$ cat config.mk
export PLATFORM = sky130hd
export DESIGN_NAME = cc_frame_loader
export DESIGN_NICKNAME = d
export VERILOG_FILES = /design/src/rtl/cc_frame_loader.sv
export SDC_FILE = /design/constraint.sdc
export NUM_CORES = 1
export LEC_CHECK = 0
export ABC_AREA = 1
export CORE_UTILIZATION = 35
export CTS_BUF_LIST = sky130_fd_sc_hd__clkbuf_16
export DETAILED_ROUTE_END_ITERATION = 10
export SKIP_CTS_REPAIR_TIMING = 1
export SYNTH_ARGS = -nofsm -noshare
export SYNTH_HDL_FRONTEND = slang
export SYNTH_SLANG_ARGS = --single-unit
$ cat constraint.sdc
create_clock -name clk -period 2.1 [get_ports clk]
set_clock_uncertainty 0.05 [all_clocks]
set_input_delay 0.42 -clock clk [delete_from_list [all_inputs] [get_ports clk]]
set_output_delay 0.42 -clock clk [all_outputs]
set_load 0.01 [all_outputs]
$ cat src/rtl/cc_frame_loader.sv
// Serial BCD digit loader: assembles four-digit frames with an opcode, drops frames
// containing an illegal digit, and presents them through a valid/ready holding register.
module cc_frame_loader #(
  parameter int CNT_W = 8
) (
  input  logic             clk,
  input  logic             rst_n,
  input  logic             in_valid,
  input  logic [3:0]       in_digit,
  input  logic [1:0]       in_opt,
  output logic             in_ready,
  output logic             out_valid,
  input  logic             out_ready,
  output logic [3:0]       frm_n0,
  output logic [3:0]       frm_n1,
  output logic [3:0]       frm_n2,
  output logic [3:0]       frm_n3,
  output logic [1:0]       frm_opt,
  output logic             err,
  output logic [CNT_W-1:0] frame_cnt
);

  typedef enum logic [1:0] {S_COLL, S_DROP, S_WAIT} state_t;

  state_t          state_q, state_d;
  logic [1:0]      pos_q, pos_d;
  logic [3:0][3:0] asm_q;
  logic [1:0]      asm_opt_q;
  logic [3:0][3:0] hold_q;
  logic [1:0]      hold_opt_q;
  logic            out_valid_q, err_q, err_d;
  logic [CNT_W-1:0] cnt_q;

  logic beat, fire, good, store, lat_opt, load_coll, load_wait;

  assign in_ready = (state_q != S_WAIT);
  assign beat     = in_valid && in_ready;
  assign fire     = out_valid_q && out_ready;
  assign good     = (in_digit <= 4'd9);

  always_comb begin
    state_d   = state_q;
    pos_d     = pos_q;
    err_d     = 1'b0;
    store     = 1'b0;
    lat_opt   = 1'b0;
    load_coll = 1'b0;
    load_wait = 1'b0;
    case (state_q)
      S_COLL: if (beat) begin
        lat_opt = (pos_q == 2'd0);
        pos_d   = pos_q + 2'd1;
        if (good) begin
          store = 1'b1;
          if (pos_q == 2'd3) begin
            // Holding register free now or freed by this edge's handoff
            if (!out_valid_q || out_ready) load_coll = 1'b1;
            else                           state_d   = S_WAIT;
          end
        end else begin
          err_d = 1'b1;
          if (pos_q != 2'd3) state_d = S_DROP;
        end
      end
      S_DROP: if (beat) begin
        pos_d = pos_q + 2'd1;
        if (pos_q == 2'd3) state_d = S_COLL;
      end
      S_WAIT: if (out_ready) begin
        load_wait = 1'b1;
        pos_d     = 2'd0;
        state_d   = S_COLL;
      end
      default: begin
        state_d = S_COLL;
        pos_d   = 2'd0;
      end
    endcase
  end

  always_ff @(posedge clk or negedge rst_n) begin
    if (!rst_n) begin
      state_q   <= S_COLL;
      pos_q     <= 2'd0;
      err_q     <= 1'b0;
      asm_q     <= '0;
      asm_opt_q <= 2'd0;
    end else begin
      state_q <= state_d;
      pos_q   <= pos_d;
      err_q   <= err_d;
      if (store)   asm_q[pos_q] <= in_digit;
      if (lat_opt) asm_opt_q    <= in_opt;
    end
  end

  always_ff @(posedge clk or negedge rst_n) begin
    if (!rst_n) begin
      hold_q      <= '0;
      hold_opt_q  <= 2'd0;
      out_valid_q <= 1'b0;
      cnt_q       <= '0;
    end else begin
      // The 4th digit bypasses the assembly register on a direct load
      if (load_coll) begin
        hold_q     <= {in_digit, asm_q[2:0]};
        hold_opt_q <= asm_opt_q;
      end else if (load_wait) begin
        hold_q     <= asm_q;
        hold_opt_q <= asm_opt_q;
      end
      if (load_coll || load_wait) out_valid_q <= 1'b1;
      else if (fire)              out_valid_q <= 1'b0;
      if (fire) cnt_q <= cnt_q + 1'b1;
    end
  end

  assign out_valid = out_valid_q;
  assign frm_n0    = hold_q[0];
  assign frm_n1    = hold_q[1];
  assign frm_n2    = hold_q[2];
  assign frm_n3    = hold_q[3];
  assign frm_opt   = hold_opt_q;
  assign err       = err_q;
  assign frame_cnt = cnt_q;

endmodule
After elaboration in Yosys (flattened, before gate mapping)

Index checks and enable logic that the tools add are counted.

Output and inout bits: 29
Logic and storage cells: 81
Flip-flop bits (word level): 50

Muxes and demuxes: 35
Equality and inequality tests: 13
Reductions and logical operators: 13
Add/subtract/negate cells: 2
Magnitude comparators: 3

Operators by type and width:

| cell                                                                                 | count |
|---|---|
| 16-bit 2-to-1 mux                                                                    | 2 |
| 2-bit 2-to-1 mux                                                                     | 11 |
| 1-bit 2-to-1 mux                                                                     | 17 |
| 16-bit bitwise mux                                                                   | 1 |
| 2-bit != test (second input constant)                                                | 6 |
| 3-bit != test (second input constant)                                                | 3 |
| 8-bit by 1-bit adder with 8-bit output (second input constant)                       | 1 |
| 4-bit demux with 2-bit select                                                        | 1 |
| 7-bit AND reduction                                                                  | 1 |
| 2-bit case mux with 3 select lines                                                   | 1 |
| 2-bit == test (second input constant)                                                | 2 |
| 4-bit less-or-equal comparator (second input constant)                               | 1 |
| 2-bit zero test                                                                      | 2 |
| 4-bit 2-to-1 mux                                                                     | 1 |
| 2-bit case mux with 2 select lines                                                   | 1 |
| 2-bit nonzero test                                                                   | 2 |
| 1-bit logical AND                                                                    | 3 |
| 2-bit by 3-bit < comparator with 1-bit output (second input constant)                | 1 |
| 2-bit by 1-bit adder with 2-bit output (second input constant)                       | 1 |
| 2-bit by 1-bit == test with 1-bit output (second input constant)                     | 1 |
| 2-bit by 1-bit greater-or-equal comparator with 1-bit output (second input constant) | 1 |
| 1-bit logical OR                                                                     | 2 |
| 2-bit by 1-bit != test with 1-bit output (second input constant)                     | 1 |
| 2-bit AND reduction                                                                  | 1 |
| other kinds (2)                                                                      | 2 |

Depth between registers and ports, before layout

Depth after elaboration: 9
Depth in mapped cells: 9
Gate-level depth less buffers: 7

Worst setup path before layout

Ideal clock, no wire load.

Kind: register to register
Start: register pos_q[0]
End: register hold_q (netlist bit frm_n3[1])
Library setup time: 116 ps
Arrival time: 1,300 ps
Cell stages (with the launch flop): 10
Setup slack: 634 ps
Cells stage by stage: dfrtp_1 ha_1 buf_4 nand2_1 inv_1 nand4_2 buf_2 nand2_1 nand2_1 nand2_1

Longest elaborated chain between the ends: 6

RTL lines:

| element                                                        | line | source |
|---|---|---|
| from (decl)                                                    | 26   | `logic [1:0] pos_q, pos_d;` |
| from (signal assigned)                                         | 90   | `pos_q <= pos_d;` |
| 2-bit == test *                                                | 55   | `if (pos_q == 2'd3) begin` |
| 1-bit 2-to-1 mux *                                             | 55   |  |
| 1-bit 2-to-1 mux *                                             | 53   | `if (good) begin` |
| 1-bit 2-to-1 mux *                                             | 50   | `S_COLL: if (beat) begin` |
| 1-bit 2-to-1 mux *                                             | 49   | `case (state_q)` |
| 16-bit 2-to-1 mux / 2-bit nonzero test (equally long branches) | -    |  |
| to (signal assigned)                                           | 106  | `hold_q <= {in_digit, asm_q[2:0]};` |
| to (signal assigned)                                           | 109  | `hold_q <= asm_q;` |
| to (decl)                                                      | 29   | `logic [3:0][3:0] hold_q;` |

Mark *: on every way between the ends. The rest lies on a longest branch, timed or not.
A chain may end at the register's enable or synchronous reset.

Worst setup path in the final report

Start: register state_q[0]
End: output in_ready

Longest elaborated chain between the ends: 1

RTL lines:

| element                | line | source |
|---|---|---|
| from (decl)            | 25   | `state_t state_q, state_d;` |
| from (signal assigned) | 89   | `state_q <= state_d;` |
| 2-bit != test          | 36   | `assign in_ready = (state_q != S_WAIT);` |
| to (decl)              | 11   | `output logic in_ready,` |

No other way between the ends.

==> qor.csv <==
metric,value,unit
outcome,"finished, final reports clean",
Initial Util,0.3645,
launch point of the worst path,state_q[0],
R2R Path Start,state_q[0],
Hold Path Class,primary input to asynchronous set/reset pin,
count of max-cap constraint violations,0,
Via Count,1740,
first-pass iteration count of the detailed router,4,
Post-synth ARST share,1.000,
Main synth FF type,dfrtp_1,
RSZ-0062 raised after global routing,false,
FMAX,522.0,MHz
CP max stage delay,0.54,ns
Post-Place Worst Slack,0.01230,ns
Post-Syn Instances,247,
CTS Root Cell,clkbuf_16,
startpoint types,register,
DIE HEIGHT,83.33,um
Area after DPL,2779,sq um
clk buf depth,2,
total CTS buffers,5,
Final Slew Violations,0,
post-route cell area,2915,sq um
Yosys cell types,26,
Post-synth EDFFs,0,
Slew headroom,0.7005,
fin crit share,0.9123,
pin count of the biggest net entering global routing,51,
number of global-route vias before repair,1642,
PD cells,1353,nW/um^2
Required @ worst endpoint,1.63,ns
Clock transition at path regs,0.06,ns
Final setup viols,0,
fin cells,367,
synth warn,0,
ANT nets after route,0,
Area Overhead vs Synth,25.95,%
FF-to-FF path depth,7,
"Data arrival, critical path",1.45,ns
Routed WL,4.578,mm
total core area,6350,sq um
Die Wd,83.33,um
first-pass GRT wire length,7.797,mm
Row Count,29,
CP Class,register to output pin,
initial antenna violation count,0,
share of post-route cells with drive strength above 1,0.1276,
Crit. End Element,output pin,
Yosys reg bits,50,
leak pwr,1.470,nW
highest-delay cell along the critical path,clkdlybuf4s50_1,
Clock Sink Count,50,
worst-skew pair later-pin latency,0.28,ns
routability congestion estimate,0.7212,
Worst Path Max Fanout,3,
"Hold Violations, Final",0,
Via-to-Cell Ratio,4.741,
fin nets,305,
Final WS setup,0.1841,ns
VDD IR-drop max,0.5270,mV
crit-path cells,inv_1 -> nand2_4 -> clkdlybuf4s50_1,
Initial DRC Count,88,
"Cell Area, Synth",2315,sq um
WL/cell,12.47,um
# IOs,39,
worst slew pin tran,0.4486,ns
Tmin final,1.916,ns
"Avg Cell Area, Syn",9.371,sq um
sequential share of the synthesized area,0.5405,
GRT overflow,0,
gr usage total,0.1420,
CTS tree,built,
DRC viols,0,
placed cells,360,
Post-Syn Nets,262,
H-tree Lvls,2,
post-DP HPWL,3.234,mm
Die Footprint,6943,sq um
PortBufs,38,
Final TNS setup,0,ns
n_diodes,0,
-- final cells by class --
class	count	area, sq um
timing repair buffer	42	417.9
clock inverter	2	11.26
fill	622	3435
clock buffer	5	125.1
sequential	50	1251
tap	77	96.34
multi-input combinational	173	945.9
inverter	18	67.56
-- where the power goes --
part           switching [W]  internal (W)
sequential          0.000280       0.00137
combinational       0.000791      0.000748
clock               0.000325      0.000430
total                0.00140       0.00255
-- final timing paths --
| check | to | slack, ns |
|---|---|---|
| setup / recovery | in_ready | 0.18 |
| hold / removal | asm_q[4] | 0.06 |
| setup reg to reg | frm_n2[3] | 0.45 |
| hold reg to reg | frm_n2[1] | 0.42 |
| max in group asynchronous | frame_cnt[6] | 1.70 |
| min in group clk | frm_n2[1] | 0.42 |
-- stage by stage --
| stage | hold WS [ns] | util | power, W |
|---|---|---|---|
| floorplan | 0.07441 | - | 0.002582 |
| global route | 0.08125 | 0.4591 | 0.004240 |
| global placement | 0.3809 | 0.4376 | 0.003195 |
| detailed placement | 0.3842 | 0.4376 | 0.003232 |
| finish | 0.06357 | 0.4591 | 0.003944 |
| CTS | 0.08113 | 0.4591 | 0.003999 |
-- cell usage after synthesis, types with 2 or more instances --
cell type | n | area [sq um]
buf_4 | 3 | 22.52
o21ai_1 | 17 | 85.08
inv_2 | 3 | 11.26
buf_6 | 2 | 22.52
inv_1 | 15 | 56.30
nor2_8 | 2 | 40.04
nand2_1 | 82 | 307.8
nand3b_1 | 2 | 15.01
nor2_1 | 10 | 37.54
o21ai_0 | 4 | 20.02
ha_1 | 5 | 62.56
dfrtp_1 | 50 | 1251
nand3_1 | 18 | 90.09
nand2_2 | 2 | 12.51
nand2_4 | 5 | 56.30
nand3_2 | 9 | 90.09
nand4_1 | 6 | 37.54
xnor2_1 | 2 | 17.52
xor2_1 | 2 | 17.52
nor3_1 | 2 | 10.01
-- placed cells by master, fill, tap and decap left out, types with 3 or more instances in the layout --
master,count
nand2_1,82
dfrtp_1,50
clkdlybuf4s50_1,37
nand3_1,18
o21ai_1,17
inv_1,16
nor2_1,10
nand3_2,9
nand4_1,6
nand2_4,5
ha_1,5
clkbuf_16,5
o21ai_0,4
inv_2,3
buf_4,3
-- state kept, by name (all words and copies together) (netlist names) --
name and flops:
asm_q 16, frame_cnt 8, frm_n0 4, frm_n1 4, frm_n2 4, frm_n3 4
asm_opt_q 2, frm_opt 2, pos_q 2, state_q 2, err 1, out_valid 1
-- per-layer routing --
layer | track usage | vias to the layer above | part of all wire
li1 | - | 885 | -
met1 | 0.1895 | 820 | 0.48
met2 | 0.2273 | 33 | 0.47
met3 | 0.02982 | 2 | 0.031
met4 | 0.05329 | 0 | 0.0090
met5 | 0 | - | 0
-- worst max-delay path, delay by kind of cell (launching register included) --
kind	cells	cell delay, ns
buffers and inverters	2	0.66
AND/OR/NAND/NOR	1	0.11
flip-flops	1	0.40
-- cell families (layout without fill, tap and decap cells) --
family	Yosys count	in the layout	share of synthesized area
AOI/OAI and AO/OA	21	21	0.04541
xor gates and xnor gates	4	4	0.01514
adders and majority gates	5	5	0.02703
buffers and inverters	24	67	0.05081
DFF	50	50	0.5405
and+or+nand+nor	143	143	0.3211
Note: power is estimated with default switching activity, not from simulation.
